--- src/rtl/pipe_alu_pkg.sv ---
// Shared ALU definitions: func codes, field widths and the packed instruction
// and scoreboard payloads used by the issue controller.
package pipe_alu_pkg;

    localparam int unsigned REG_IDX_W = 4;
    localparam int unsigned ADDR_W    = 8;
    localparam int unsigned FUNC_W    = 4;

    typedef enum logic [FUNC_W-1:0] {
        ADD   = 4'd0,
        SUB   = 4'd1,
        MUL   = 4'd2,
        PASSA = 4'd3,
        PASSB = 4'd4,
        LAND  = 4'd5,
        LOR   = 4'd6,
        LXOR  = 4'd7,
        LNOTA = 4'd8,
        LNOTB = 4'd9,
        SHR   = 4'd10,
        SHL   = 4'd11
    } alu_func_e;

    // 25-bit instruction as carried through the issue buffer
    typedef struct packed {
        logic [REG_IDX_W-1:0] rs1;
        logic [REG_IDX_W-1:0] rs2;
        logic [REG_IDX_W-1:0] rd;
        logic [FUNC_W-1:0]    func;
        logic [ADDR_W-1:0]    addr;
        logic                 write;
    } instr_t;

    typedef struct packed {
        logic                 v;
        logic [REG_IDX_W-1:0] rd;
    } sb_entry_t;

    function automatic logic func_legal(input logic [FUNC_W-1:0] func,
                                        input int unsigned       num_ops);
        return 32'(func) < num_ops;
    endfunction

endpackage

--- src/rtl/pipe_issue_ctrl_if.sv ---
// Instruction-in / issue-out bundle of the issue controller.
// master = instruction source and pipeline sink, slave = pipe_issue_ctrl.
interface pipe_issue_ctrl_if;
    import pipe_alu_pkg::*;

    logic                 in_valid;
    logic                 in_ready;
    logic [REG_IDX_W-1:0] in_rs1;
    logic [REG_IDX_W-1:0] in_rs2;
    logic [REG_IDX_W-1:0] in_rd;
    logic [FUNC_W-1:0]    in_func;
    logic [ADDR_W-1:0]    in_addr;
    logic                 in_write;
    logic                 hold;
    logic                 flush;

    logic                 iss_valid;
    logic [REG_IDX_W-1:0] iss_rs1;
    logic [REG_IDX_W-1:0] iss_rs2;
    logic [REG_IDX_W-1:0] iss_rd;
    logic [FUNC_W-1:0]    iss_func;
    logic [ADDR_W-1:0]    iss_addr;
    logic                 iss_write;
    logic                 err_illegal;
    logic                 busy;

    modport master (
        output in_valid, in_rs1, in_rs2, in_rd, in_func, in_addr, in_write,
        output hold, flush,
        input  in_ready,
        input  iss_valid, iss_rs1, iss_rs2, iss_rd, iss_func, iss_addr, iss_write,
        input  err_illegal, busy
    );

    modport slave (
        input  in_valid, in_rs1, in_rs2, in_rd, in_func, in_addr, in_write,
        input  hold, flush,
        output in_ready,
        output iss_valid, iss_rs1, iss_rs2, iss_rd, iss_func, iss_addr, iss_write,
        output err_illegal, busy
    );

endinterface

--- src/rtl/pipe_issue_fifo.sv ---
// Synchronous instruction FIFO with wrap-bit pointers and a synchronous flush.
module pipe_issue_fifo
    import pipe_alu_pkg::*;
#(
    parameter int unsigned DEPTH = 4
) (
    input  logic   clk,
    input  logic   rst_n,
    input  logic   push,
    input  logic   pop,
    input  logic   flush,
    input  instr_t wdata,
    output logic   full,
    output logic   empty,
    output instr_t head
);

    localparam int unsigned AW = $clog2(DEPTH);
    localparam int unsigned PW = AW + 1;

    logic [PW-1:0] wr_ptr;
    logic [PW-1:0] rd_ptr;
    instr_t        mem [DEPTH];
    logic          push_ok;
    logic          pop_ok;

    assign push_ok = push && !full && !flush;
    assign pop_ok  = pop && !empty && !flush;

    assign full  = (wr_ptr[AW] != rd_ptr[AW]) && (wr_ptr[AW-1:0] == rd_ptr[AW-1:0]);
    assign empty = (wr_ptr == rd_ptr);
    assign head  = mem[rd_ptr[AW-1:0]];

    // Pointers run modulo 2*DEPTH; flush drops every stored entry
    always_ff @(posedge clk or negedge rst_n) begin
        if (!rst_n) begin
            wr_ptr <= '0;
            rd_ptr <= '0;
        end else if (flush) begin
            wr_ptr <= '0;
            rd_ptr <= '0;
        end else begin
            wr_ptr <= wr_ptr + PW'(push_ok);
            rd_ptr <= rd_ptr + PW'(pop_ok);
        end
    end

    always_ff @(posedge clk) begin
        if (push_ok) begin
            mem[wr_ptr[AW-1:0]] <= wdata;
        end
    end

endmodule

--- src/rtl/pipe_issue_ctrl.sv ---
// Issue controller / RAW hazard scheduler in front of the 4-stage ALU pipeline.
// Optional PIPE_ISSUE_PERF_EN adds saturating issue and stall counters.
module pipe_issue_ctrl
    import pipe_alu_pkg::*;
#(
    parameter int unsigned FIFO_DEPTH = 4,
    parameter int unsigned WB_LAT     = 3,
    parameter int unsigned NUM_OPS    = 12
) (
    input  logic              clk,
    input  logic              rst_n,
    pipe_issue_ctrl_if.slave  bus
`ifdef PIPE_ISSUE_PERF_EN
    ,
    output logic [31:0]       perf_issued,
    output logic [31:0]       perf_stall
`endif
);

    instr_t    in_instr;
    instr_t    head;
    logic      fifo_full;
    logic      fifo_empty;
    logic      push_c;
    logic      pop_c;
    logic      head_valid_c;
    logic      illegal_c;
    logic      hazard_c;
    logic      issue_c;
    logic      drop_c;
    logic      sb_any_c;
    sb_entry_t sb [WB_LAT];

    instr_t    iss_q;
    logic      iss_valid_q;
    logic      err_illegal_q;

    assign in_instr = '{rs1:   bus.in_rs1,
                        rs2:   bus.in_rs2,
                        rd:    bus.in_rd,
                        func:  bus.in_func,
                        addr:  bus.in_addr,
                        write: bus.in_write};

    assign bus.in_ready = !fifo_full && !bus.flush;
    assign push_c       = bus.in_valid && bus.in_ready;

    pipe_issue_fifo #(
        .DEPTH (FIFO_DEPTH)
    ) u_fifo (
        .clk   (clk),
        .rst_n (rst_n),
        .push  (push_c),
        .pop   (pop_c),
        .flush (bus.flush),
        .wdata (in_instr),
        .full  (fifo_full),
        .empty (fifo_empty),
        .head  (head)
    );

    // Source operands against every in-flight destination; rd-vs-rd is safe
    always_comb begin
        hazard_c = 1'b0;
        sb_any_c = 1'b0;
        for (int i = 0; i < int'(WB_LAT); i++) begin
            if (sb[i].v) begin
                sb_any_c = 1'b1;
                if ((sb[i].rd == head.rs1) || (sb[i].rd == head.rs2)) begin
                    hazard_c = 1'b1;
                end
            end
        end
    end

    assign head_valid_c = !fifo_empty;
    assign illegal_c    = !func_legal(head.func, NUM_OPS);
    assign issue_c      = head_valid_c && !illegal_c && !hazard_c && !bus.hold && !bus.flush;
    assign drop_c       = head_valid_c && illegal_c && !bus.flush;
    assign pop_c        = issue_c || drop_c;

    // Scoreboard drains every cycle, independent of hold and flush
    always_ff @(posedge clk or negedge rst_n) begin
        if (!rst_n) begin
            for (int i = 0; i < int'(WB_LAT); i++) begin
                sb[i] <= '0;
            end
        end else begin
            sb[0] <= '{v: issue_c, rd: head.rd};
            for (int i = 1; i < int'(WB_LAT); i++) begin
                sb[i] <= sb[i-1];
            end
        end
    end

    // Issue register: payload holds across bubbles, write strobe does not
    always_ff @(posedge clk or negedge rst_n) begin
        if (!rst_n) begin
            iss_q         <= '0;
            iss_valid_q   <= 1'b0;
            err_illegal_q <= 1'b0;
        end else begin
            iss_valid_q   <= issue_c;
            err_illegal_q <= drop_c;
            if (issue_c) begin
                iss_q <= head;
            end else begin
                iss_q.write <= 1'b0;
            end
        end
    end

    assign bus.iss_valid   = iss_valid_q;
    assign bus.iss_rs1     = iss_q.rs1;
    assign bus.iss_rs2     = iss_q.rs2;
    assign bus.iss_rd      = iss_q.rd;
    assign bus.iss_func    = iss_q.func;
    assign bus.iss_addr    = iss_q.addr;
    assign bus.iss_write   = iss_q.write;
    assign bus.err_illegal = err_illegal_q;
    assign bus.busy        = head_valid_c || sb_any_c;

`ifdef PIPE_ISSUE_PERF_EN
    logic stall_c;

    assign stall_c = head_valid_c && !illegal_c && !bus.hold && hazard_c;

    always_ff @(posedge clk or negedge rst_n) begin
        if (!rst_n) begin
            perf_issued <= '0;
            perf_stall  <= '0;
        end else begin
            if (issue_c && (perf_issued != '1)) begin
                perf_issued <= perf_issued + 32'd1;
            end
            if (stall_c && (perf_stall != '1)) begin
                perf_stall <= perf_stall + 32'd1;
            end
        end
    end
`endif

endmodule

--- src/flat_wrapper.sv ---
// flat-port wrapper written by rule: the top's interface ports become plain ports
module pipe_issue_ctrl_flat import pipe_alu_pkg::*;
#(
    parameter int unsigned FIFO_DEPTH = 4,
    parameter int unsigned WB_LAT     = 3,
    parameter int unsigned NUM_OPS    = 12
)
  (clk, rst_n, bus_in_valid, bus_in_rs1, bus_in_rs2, bus_in_rd, bus_in_func, bus_in_addr, bus_in_write, bus_hold, bus_flush, bus_in_ready, bus_iss_valid, bus_iss_rs1, bus_iss_rs2, bus_iss_rd, bus_iss_func, bus_iss_addr, bus_iss_write, bus_err_illegal, bus_busy);
  pipe_issue_ctrl_if bus_i ();
  input  logic clk;
  input  logic rst_n;
  input wire logic [$bits(bus_i.in_valid)-1:0] bus_in_valid;
  input wire logic [$bits(bus_i.in_rs1)-1:0] bus_in_rs1;
  input wire logic [$bits(bus_i.in_rs2)-1:0] bus_in_rs2;
  input wire logic [$bits(bus_i.in_rd)-1:0] bus_in_rd;
  input wire logic [$bits(bus_i.in_func)-1:0] bus_in_func;
  input wire logic [$bits(bus_i.in_addr)-1:0] bus_in_addr;
  input wire logic [$bits(bus_i.in_write)-1:0] bus_in_write;
  input wire logic [$bits(bus_i.hold)-1:0] bus_hold;
  input wire logic [$bits(bus_i.flush)-1:0] bus_flush;
  output wire logic [$bits(bus_i.in_ready)-1:0] bus_in_ready;
  output wire logic [$bits(bus_i.iss_valid)-1:0] bus_iss_valid;
  output wire logic [$bits(bus_i.iss_rs1)-1:0] bus_iss_rs1;
  output wire logic [$bits(bus_i.iss_rs2)-1:0] bus_iss_rs2;
  output wire logic [$bits(bus_i.iss_rd)-1:0] bus_iss_rd;
  output wire logic [$bits(bus_i.iss_func)-1:0] bus_iss_func;
  output wire logic [$bits(bus_i.iss_addr)-1:0] bus_iss_addr;
  output wire logic [$bits(bus_i.iss_write)-1:0] bus_iss_write;
  output wire logic [$bits(bus_i.err_illegal)-1:0] bus_err_illegal;
  output wire logic [$bits(bus_i.busy)-1:0] bus_busy;
  assign bus_i.in_valid = bus_in_valid;
  assign bus_i.in_rs1 = bus_in_rs1;
  assign bus_i.in_rs2 = bus_in_rs2;
  assign bus_i.in_rd = bus_in_rd;
  assign bus_i.in_func = bus_in_func;
  assign bus_i.in_addr = bus_in_addr;
  assign bus_i.in_write = bus_in_write;
  assign bus_i.hold = bus_hold;
  assign bus_i.flush = bus_flush;
  assign bus_in_ready = bus_i.in_ready;
  assign bus_iss_valid = bus_i.iss_valid;
  assign bus_iss_rs1 = bus_i.iss_rs1;
  assign bus_iss_rs2 = bus_i.iss_rs2;
  assign bus_iss_rd = bus_i.iss_rd;
  assign bus_iss_func = bus_i.iss_func;
  assign bus_iss_addr = bus_i.iss_addr;
  assign bus_iss_write = bus_i.iss_write;
  assign bus_err_illegal = bus_i.err_illegal;
  assign bus_busy = bus_i.busy;
  pipe_issue_ctrl #(.FIFO_DEPTH(FIFO_DEPTH), .WB_LAT(WB_LAT), .NUM_OPS(NUM_OPS)) u_core (.clk(clk), .rst_n(rst_n), .bus(bus_i));
endmodule
--- config.mk ---
export PLATFORM = sky130hd
export DESIGN_NAME = pipe_issue_ctrl_flat
export DESIGN_NICKNAME = d
export VERILOG_FILES = /design/src/rtl/pipe_alu_pkg.sv /design/src/rtl/pipe_issue_ctrl_if.sv /design/src/rtl/pipe_issue_fifo.sv /design/src/rtl/pipe_issue_ctrl.sv /design/src/flat_wrapper.sv
export SDC_FILE = /design/constraint.sdc
export NUM_CORES = 1
export LEC_CHECK = 0
export CORE_ASPECT_RATIO = 1.75
export CORE_MARGIN = 2
export CORE_UTILIZATION = 30
export DETAILED_ROUTE_END_ITERATION = 10
export PLACE_DENSITY_LB_ADDON = 0.2
export SLEW_MARGIN = 20
export SYNTH_ARGS = -nofsm -noshare
export SYNTH_HDL_FRONTEND = slang
export SYNTH_SLANG_ARGS = --single-unit
--- constraint.sdc ---
create_clock -name clk -period 9.9 [get_ports clk]
set_clock_uncertainty 0.2 [all_clocks]
set_input_delay 0.99 -clock clk [delete_from_list [all_inputs] [get_ports clk]]
set_output_delay 0.99 -clock clk [all_outputs]
set_load 0.05 [all_outputs]
== Word level (Yosys, flattened, before mapping) ==
Memories as Yosys holds them, arrays and structs flattened.
Cells that the tools add are included.
Word-level totals
  output and inout port bits: 29
  bits of input ports: 30
  register bits: 47
  memories: 1
  logic and storage cells: 66
  memory bits (writable): 100
Memory list
  u_core.u_fifo.mem: depth 4, width 25, read ports 1, clocked after memory_dff 0, wr ports 1, RTL line pipe_issue_fifo.sv:23  | instr_t mem [DEPTH];
Cells by class
  reductions and logical operators: 24
  magnitude comparators: 1
  eq/ne operators: 9
  mux-type cells: 14
  add/sub/neg operators: 2
Operators by type and width (count)
  equality test 4 bit: 6
  logical AND 1 bit: 13
  two-way mux 1 bit: 12
  adder 3 x 1 -> 3 bit: 2
  zero test 1 bit: 6
  two-way mux 3 bit: 2
  logical OR 1 bit: 5
  less-than comparator 4 bit (second input constant): 1
  equality test 3 bit: 1
  equality test 2 bit: 1
  != test 1 bit: 1

== Longest topological paths before layout ==
Gate-level depths: netlist of run 1.
An unclocked memory read counts as a cell.
  depth after elaboration: 18
  mapped depth: 14
  depth with buffers taken out: 10

== Hierarchy ==
A second synthesis of run 1 with hierarchy kept.
Second synthesis, totals
  cells, all modules: 274
  area total of the unflattened synthesis: 5768.0 um2
By module, submodules not included
  pipe_issue_fifo: cells each 163, area each 4052.6 um2, instances 1
  pipe_issue_ctrl: cells each 111, area each 1715.4 um2, instances 1

== Least setup slack after synthesis of run 1 ==
OpenSTA, ideal clock, no wires.
  kind: flip-flop to flip-flop
  start: register u_core.u_fifo.rd_ptr[1]
  end: memory u_core.u_fifo.mem[1][0] (netlist bit) (enable)
  library setup time: 0.444 ns
  setup slack: 5.317 ns
  period minus slack after synthesis: 4.583 ns
  data required time: 9.256 ns
  arrival: 3.940 ns
  cell stages (with the launch flop): 8
  cells stage by stage: dfrtp_1 buf_2 buf_2 xor2_1 nor2_1 a21oi_1 nand2_1 nor3b_1
Between the ends
  longest elaborated chain between the ends: 9
RTL lines
  start, declared: RTL line pipe_issue_fifo.sv:22  | logic [PW-1:0] rd_ptr;
  start signal, assigned: RTL line pipe_issue_fifo.sv:44  | rd_ptr <= rd_ptr + PW'(pop_ok);
  equality test 2 bit: RTL line pipe_issue_fifo.sv:30  | assign full = (wr_ptr[AW] != rd_ptr[AW]) && (wr_ptr[AW-1:0] == rd_ptr[AW-1:0]);
  logical AND 1 bit: RTL line pipe_issue_fifo.sv:30
  zero test 1 bit: RTL line pipe_issue_ctrl.sv:45  | assign bus.in_ready = !fifo_full && !bus.flush;
  logical AND 1 bit: RTL line pipe_issue_ctrl.sv:45
  via bus_in_ready: RTL line flat_wrapper.sv:21  | output wire logic [$bits(bus_i.in_ready)-1:0] bus_in_ready;
  logical AND 1 bit: RTL line pipe_issue_ctrl.sv:46  | assign push_c = bus.in_valid && bus.in_ready;
  logical AND 1 bit (2 in series): RTL line pipe_issue_fifo.sv:27  | assign push_ok = push && !full && !flush;
  two-way mux 1 bit: RTL line pipe_issue_fifo.sv:49  | if (push_ok) begin
  two-way mux 1 bit (implied by the code): RTL line pipe_issue_fifo.sv:50  | mem[wr_ptr[AW-1:0]] <= wdata;
  end, declared: RTL line pipe_issue_fifo.sv:23
The timed path passes the listed nets, and every way through them passes these cells.

== Final worst setup path of run 1 ==
  start: register u_core.u_fifo.rd_ptr[0]
  end: register u_core.u_fifo.rd_ptr[1]
Between the ends
  longest elaborated chain between the ends: 18
  elaborated cells between the ends (all ways): 32
  classes of those cells: 1 x add/sub; 1 x order compare; 7 x eq/ne; 7 x mux; 15 x reduce/logical; 1 x memory
RTL lines
  memory (4 x 25 bit)
  equality test 4 bit: RTL line pipe_issue_ctrl.sv:69  | if ((sb[i].rd == head.rs1) || (sb[i].rd == head.rs2)) begin
  logical OR 1 bit: RTL line pipe_issue_ctrl.sv:69
  two-way mux 1 bit: RTL line pipe_issue_ctrl.sv:69
  two-way mux 1 bit: RTL line pipe_issue_ctrl.sv:67  | if (sb[i].v) begin
  two-way mux 1 bit: RTL line pipe_issue_ctrl.sv:69
  two-way mux 1 bit: RTL line pipe_issue_ctrl.sv:67
  two-way mux 1 bit: RTL line pipe_issue_ctrl.sv:69
  two-way mux 1 bit: RTL line pipe_issue_ctrl.sv:67
  zero test 1 bit: RTL line pipe_issue_ctrl.sv:78  | assign issue_c = head_valid_c && !illegal_c && !hazard_c && !bus.hold && !bus.flush;
  logical AND 1 bit (3 in series): RTL line pipe_issue_ctrl.sv:78
  logical OR 1 bit: RTL line pipe_issue_ctrl.sv:80  | assign pop_c = issue_c || drop_c;
  logical AND 1 bit (2 in series): RTL line pipe_issue_fifo.sv:28  | assign pop_ok = pop && !empty && !flush;
  adder 3 x 1 -> 3 bit *: RTL line pipe_issue_fifo.sv:44
  two-way mux 3 bit *: RTL line pipe_issue_fifo.sv:39  | end else if (flush) begin
Mark *: on every way between the ends. The rest lies on a longest branch, timed or not.
A chain may end at the register's enable or synchronous reset.

==> key figures, run 1 <==
Critical path
  • CP Capture Type: flop
  • Startpoint Class: flop
  • CP arrival: 4.34 ns
  • Reg2reg end: u_core.u_fifo.rd_ptr[1]
  • FF-to-FF Start: u_core.u_fifo.rd_ptr[0]
  • CP startpoint: u_core.u_fifo.rd_ptr[0]
  • Critical path peak fanout: 27
  • WP data required: 9.98 ns
  • Critical Path End: u_core.u_fifo.rd_ptr[1]
  • Reg2Reg Depth: 9
  • R2R Setup Slk: 5.64 ns
  • Crit Path Category: flop to flop

Logic synthesis
  • Synth warnings: 0
  • Mapped Area: 5700 um2
  • Main synth FF type: edfxtp_1
  • Sequential fraction of the synthesis area: 0.733
  • Post-synth top area share: 0.527
  • Most frequent cells after synthesis: 100 x edfxtp_1, 47 x dfrtp_1, 27 x xor2_1
  • Mapped Cells: 273
  • EDFF count, synth: 100
  • Most frequent cell after synthesis: edfxtp_1
  • Syn_area_per_cell: 20.9 um2
  • Top cells by area, synth: edfxtp_1 53%, dfrtp_1 21%, mux4_2 7.9%, mux2_4 4.5%, xor2_1 4.1%
  • Yosys top cell by area: edfxtp_1
  • Synth Register Bits: 147
  • Syn_nets: 307
  • Ys async rst share: 0.320
  • Unique masters post-synth: 31

Clock tree
  • Clock-pin slew on the worst setup and hold paths: 0.06 ns
  • CTS tree: built
  • CTS sink count: 147
  • # hold bufs at CTS: 0
  • Resized cells post-CTS: 0
  • CTS Buf Count: 17
  • Clock tree buffer depth: 2
  • Post-CTS Setup Bufs: 0
  • Root Driver: clkbuf_16
  • Skew-Pair Late Insertion Delay: 0.41 ns
  • H-Tree Depth: 4

Hold path
  • HP Start: u_core.sb[12]
  • Min-Delay Path Class: flop to flop

Final layout
  • Filler cell count: 1698
  • Layout cells sized above 1: 0.242
  • Final cell count without fillers: 597
  • Nets: 380
  • Cell area after layout: 7150 um2
  • Area grow syn2layout: 25.5%
  • # diodes: 0

Drt
  • TritonRoute pass-1 iters: 4
  • DRC viols: 0
  • Final WL: 11.3 mm
  • Routed len/inst: 19.0 um
  • DR vias/cell: 4.52
  • 1st-iter DRT viols: 110
  • Final ANT Viol Nets: 0
  • Via count of the routed design: 2701

Die
  • Initial Util: 0.307
  • Row count: 66
  • Die X: 108 um
  • CORE AREA: 18600 um2
  • I/O Pins: 59
  • Die height: 186 um
  • Total die area: 20200 um2

Status
  • Status: complete, no violations

Place
  • GP Congestion: 0.754
  • Dpl cell area: 6540 um2
  • Placed cells: 565
  • Port Buffers: 58
  • Estimated wirelength of the detail-placed design: 7.13 mm

STA
  • Worst relative slew slack: 0.382
  • RSZ-0062 raised after global routing: no
  • Final setup vio count: 0
  • Period Utilization, post-route: 0.430
  • Worst-Margin Slew: 0.927 ns
  • Setup TNS: 0 ns
  • Minimum clock period: 4.26 ns
  • Slew Viols, Final: 0
  • Final hold vios: 0
  • FMAX: 235 MHz

Pwr
  • Maximum VDD drop: 0.0000988 V
  • Final Power: 1.79 mW
  • Sequential power share: 0.424
  • Clock share of power: 0.362
  • Pwr/cell area: 250 nW/um2
  • Comb pwr share: 0.214
  • Leak: 2.59 nW
  • NetSw: 506 uW
  • Sw Share: 0.283
  • Int Pwr: 1.28 mW

Global routing
  • Total grt overflow: 0
  • Total track usage: 0.123
  • Vias in the first global route: 3044
  • Initial antenna violation count: 0
  • First-pass GRT wire length: 17.7 mm
  • Largest net degree at the start of global routing: 48

Run
  • Total of max-cap violations: 0
-- metrics by stage --
step	hold slack (ns)	setup WS, ns	utilization
global placement	0.222	5.52	0.352
detailed placement	0.230	5.50	0.352
finish	0.235	5.64	0.385
global route	0.252	5.35	0.385
floorplan	0.169	5.32	-
CTS	0.243	5.51	0.385
-- power groups by stage --
stage / clock [mW] / sequential (mW) / combinational [mW]
CTS: 0.666 / 0.762 / 0.387
global route: 0.688 / 0.767 / 0.400
finish: 0.649 / 0.759 / 0.382
global placement: 0 / 0.774 / 0.385
floorplan: 0 / 0.918 / 0.0963
detailed placement: 0 / 0.773 / 0.386
-- critical path, cell delays in order, from the launching register on --
cell     delay (ns)
dfrtp_2        0.97
mux4_1         0.69
nand2_1        0.13
inv_1          0.06
nor3_1         0.42
and4_2         0.94
o21ba_2        0.23
ha_1           0.14
ha_1           0.22
nor2b_1        0.13
-- state kept, by name (all words and copies together), names as in the netlist --
name,cells
u_core.bus.iss_rs1,4
u_core.bus.iss_rd,4
u_core.sb,15
u_core.bus.iss_func,4
u_core.bus.iss_addr,8
u_core.bus.iss_write,1
u_core.u_fifo.mem,100
u_core.u_fifo.rd_ptr,3
u_core.u_fifo.wr_ptr,3
u_core.bus.err_illegal,1
u_core.bus.iss_rs2,4
-- cells in the final DEF (no fill, tap or decap), types with 2 or more instances in the layout --
master | netlist | layout
edfxtp_1 | 100 | 100
clkdlybuf4s50_1 | 0 | 57
dfrtp_1 | 47 | 46
xor2_1 | 27 | 27
clkbuf_16 | 0 | 21
mux4_2 | 20 | 20
mux2_4 | 17 | 17
mux2_2 | 7 | 7
mux4_1 | 5 | 5
buf_4 | 0 | 5
nor2_1 | 5 | 4
nor2b_1 | 4 | 4
nor4_1 | 4 | 4
ha_1 | 4 | 4
clkinv_2 | 0 | 4
nand2_1 | 3 | 3
inv_1 | 3 | 3
clkbuf_1 | 2 | 3
o21ai_0 | 2 | 2
nor4_2 | 2 | 2
nor3_1 | 3 | 2
xnor2_1 | 2 | 2
-- final cells by class --
class | count | area, um2 | area share
Clock inverter | 7 | 65.1 | 0.00910
Sequential cell | 147 | 4180 | 0.585
Timing Repair Buffer | 63 | 613 | 0.0857
Inverter | 3 | 11.3 | 0.00157
Clock buffer | 25 | 551 | 0.0770
Tap cell | 238 | 298 | 0.0416
Multi-Input combinational cell | 114 | 1430 | 0.200
-- how the worst min path moves through the flow --
stage | end | slack, ns | cells after the start
4_1_cts | u_core.sb[2] | 0.24 | 0
6_report | u_core.sb[7] | 0.23 | 0
3_3_place_gp | u_core.sb[2] | 0.22 | 0
2_1_floorplan | u_core.sb[4] | 0.17 | 0
5_1_grt | u_core.sb[7] | 0.25 | 0
3_5_place_dp | u_core.sb[2] | 0.23 | 0
-- metal layers --
layer,vias up,routed length [um],GRT usage
met5,-,0,0
li1,1210,-,-
met3,18,343,0.0286
met4,0,423,0.0720
met1,1413,4110,0.127
met2,60,6470,0.222
-- kinds of logic (layout without fill, tap and decap cells) --
| family | after synthesis | in the layout | synth area share |
|---|---|---|---|
| muxes | 49 | 49 | 0.161 |
| and+or+nand+nor | 26 | 26 | 0.0274 |
| buffers and inverters | 12 | 98 | 0.0187 |
| AOI/OAI and AO/OA | 6 | 6 | 0.00659 |
| xor gates and xnor gates | 29 | 29 | 0.0446 |
| adders and majority gates | 4 | 4 | 0.00878 |
| DFF | 147 | 147 | 0.733 |
Power figures use the tool's default switching activity.
==> inputs of run 2 (changes only) <==
==> constraint.sdc (replaced) <==
create_clock -name clk -period 3.5 [get_ports clk]
set_clock_uncertainty 0.2 [all_clocks]
set_input_delay 0.35 -clock clk [delete_from_list [all_inputs] [get_ports clk]]
set_output_delay 0.35 -clock clk [all_outputs]
set_load 0.05 [all_outputs]
==> run 2 against run 1 <==
Compared with the run above: die area stayed put; critical path depth down 4; sequential cell count did not move; critical path type is now flop to output pin; largest cell class unchanged.
==> key figures, run 2 (same netlist as run 1, synthesis figures left out) <==
Critical path
  • CP startpoint: u_core.u_fifo.rd_ptr[1]
  • Critical Path End: bus_in_ready
  • WP data required: 2.95 ns (-7.03 ns)
  • Reg2reg end: u_core.bus.iss_addr[6]
  • Critical path buffer and inverter count: 2 (+1)
  • CP Capture Type: output pin
  • Critical path peak fanout: 15 (-44%)
  • R2R Setup Slk: 0.28 ns (-5.36 ns)
  • Critical Path Max Stage Delay: 0.83 ns (-0.14 ns)
  • Crit-path cells: buf_4 -> xor2_1 -> nor2_1 -> a21oi_2 -> clkdlybuf4s50_1
  • Crit. path cell count: 5 (-4)
  • Reg2Reg Depth: 8 (-1)
  • Startpoint Class: flop
  • Slowest-stage cell, CP: clkdlybuf4s50_1
  • Crit Path Category: flop to output pin
  • Cell family with most CP delay: buffers and inverters
  • CP arrival: 2.69 ns (-1.65 ns)
  • FF-to-FF Start: u_core.u_fifo.rd_ptr[0]

STA
  • Setup TNS: 0 ns (unchanged)
  • Slew Viols, Final: 0 (unchanged)
  • Minimum clock period: 3.24 ns
  • RSZ-0062 raised after global routing: no
  • Final setup vio count: 0 (unchanged)
  • Worst-Margin Slew: 0.807 ns (-0.121 ns)
  • Final hold vios: 0 (unchanged)
  • Worst relative slew slack: 0.462 (+0.0805)
  • FMAX: 309 MHz
  • Worst setup margin: 0.259 ns (-5.38 ns)
  • Period Utilization, post-route: 0.926

Final layout
  • # diodes: 0 (unchanged)
  • Cell area after layout: 7230 um2 (+1.1%)
  • Nets: 388 (+2.1%)
  • Flip-flop count of the largest register after layout: 100 (unchanged)
  • Layout cells sized above 1: 0.264 (+0.0220)
  • Area grow syn2layout: 26.8%
  • Commonest non-fill, non-tap cell in the layout: edfxtp_1
  • Commonest cells after routing, fill and taps aside: 100 x edfxtp_1, 57 x clkdlybuf4s50_1, 46 x dfrtp_1
  • Filler cell count: 1720 (+1.3%)

Clock tree
  • Clock-pin slew on the worst setup and hold paths: 0.06 ns (about the same)
  • CTS Buf Count: 17 (unchanged)
  • Root Driver: clkbuf_16
  • Skew-Pair Late Insertion Delay: 0.41 ns (about the same)
  • H-Tree Depth: 4 (unchanged)
  • CTS tree: built
  • Clock tree buffer depth: 2 (unchanged)
  • Post-CTS Setup Bufs: 0 (unchanged)
  • Resized cells post-CTS: 0 (unchanged)
  • CTS sink count: 147 (unchanged)

Place
  • Port Buffers: 58 (unchanged)
  • Estimated wirelength of the detail-placed design: 7.44 mm (+4.5%)
  • Dpl cell area: 6640 um2 (+1.6%)
  • GP Congestion: 0.699 (-7.4%)
  • Place WS: 0.200 ns (-5.30 ns)

Pwr
  • Int Pwr: 3.52 mW (+170%)
  • Sw Share: 0.295 (+0.0116)
  • Maximum VDD drop: 0.000355 V (+260%)
  • NetSw: 1.47 mW (+190%)
  • Sequential power share: 0.430 (+0.006)
  • Clock share of power: 0.351 (-0.011)
  • Pwr/cell area: 691 nW/um2 (+180%)
  • Comb pwr share: 0.219 (+0.005)
  • Leak: 2.63 nW (+1.4%)
  • Final Power: 4.99 mW (+180%)

Global routing
  • First-pass GRT wire length: 17.9 mm (+1.2%)
  • Vias in the first global route: 3074 (+0.99%)
  • Total track usage: 0.122 (-0.000903)
  • Largest net degree at the start of global routing: 33 (-31%)
  • Initial antenna violation count: 0 (unchanged)
  • Total grt overflow: 0 (unchanged)

Drt
  • DR vias/cell: 4.49 (-0.81%)
  • TritonRoute pass-1 iters: 4 (unchanged)
  • Via count of the routed design: 2715 (+0.52%)
  • 1st-iter DRT viols: 142 (+29%)
  • DRC viols: 0 (unchanged)
  • Final WL: 11.4 mm (+0.24%)
  • Final ANT Viol Nets: 0 (unchanged)
  • Routed len/inst: 18.8 um (-1.1%)

Die
  • Row count: 66 (unchanged)
  • I/O Pins: 59 (unchanged)
  • Die height: 186 um (unchanged)
  • Initial Util: 0.307 (unchanged)
  • CORE AREA: 18600 um2 (unchanged)
  • Total die area: 20200 um2 (unchanged)
  • Die X: 108 um (unchanged)

Run
  • Total of max-cap violations: 0 (unchanged)

Hold path
  • Min-Delay Path Class: flop to flop
  • Hold depth: 0 (unchanged)

Status
  • Status: complete, no violations
[run 2: metrics by stage]
step           std cells   util  hold slack (ns)
3_3_place_gp         572  0.357            0.200
2_1_floorplan        273      -           -0.146
3_5_place_dp         572  0.357            0.200
4_1_cts              605  0.389            0.213
6_report             605  0.389            0.206
5_1_grt              605  0.389            0.227
[run 2: worst min path at each step]
stage | startpoint | endpoint | slack, ns
floorplan | rst_n | u_core.bus.err_illegal | -0.15
global placement | u_core.sb[9] | u_core.sb[4] | 0.20
detailed placement | u_core.sb[9] | u_core.sb[4] | 0.20
CTS | u_core.sb[9] | u_core.sb[4] | 0.21
global route | u_core.sb[9] | u_core.sb[4] | 0.23
finish | u_core.sb[9] | u_core.sb[4] | 0.21
[run 2: cell type report]
class                           count  area [um2]  share of cell area
Multi-Input combinational cell    114        1440               0.200
Sequential cell                   147        4180               0.578
Tap cell                          238         298              0.0412
Timing Repair Buffer               71         713              0.0987
Clock buffer                       22         518              0.0717
Clock inverter                     10        65.1             0.00900
Inverter                            3        11.3             0.00156
[run 2: worst reg2reg max path: stages, from the launching register on]
cell     delay (ns)
dfrtp_2        0.58
buf_4          0.32
mux4_1         0.61
nand2_1        0.10
inv_1          0.06
nor3_1         0.16
and4_2         0.25
buf_4          0.41
mux2_2         0.40
[run 2: metal layers]
| metal | vias up | routed length (um) | track usage |
|---|---|---|---|
| li1 | 1229 | - | - |
| met4 | 0 | 194 | 0.0503 |
| met3 | 10 | 274 | 0.0269 |
| met2 | 39 | 6490 | 0.219 |
| met5 | - | 0 | 0 |
| met1 | 1437 | 4410 | 0.138 |
[run 2: repair_timing]
action / CTS / global route
endpoints found under the setup margin: 0 / 0
hold buffers: 1 / 0
hold endpoints to repair: 31 / 0
[run 2: power groups by stage]
stage               Sequential (mW)  Combinational, mW  Clock (mW)
floorplan                      2.60              0.275           0
global placement               2.19               1.10           0
detailed placement             2.19               1.11           0
CTS                            2.16               1.11        1.80
global route                   2.17               1.14        1.87
finish                         2.15               1.09        1.75
==> inputs of run 3 (changes only) <==
--- a/config.mk
+++ b/config.mk
@@ -10,7 +10,6 @@
 export CORE_UTILIZATION = 30
 export DETAILED_ROUTE_END_ITERATION = 10
 export PLACE_DENSITY_LB_ADDON = 0.2
-export SLEW_MARGIN = 20
 export SYNTH_ARGS = -nofsm -noshare
 export SYNTH_HDL_FRONTEND = slang
 export SYNTH_SLANG_ARGS = --single-unit
==> results of run 3 <==
The final DEF is identical to that of run 2; final timing and power are the same.
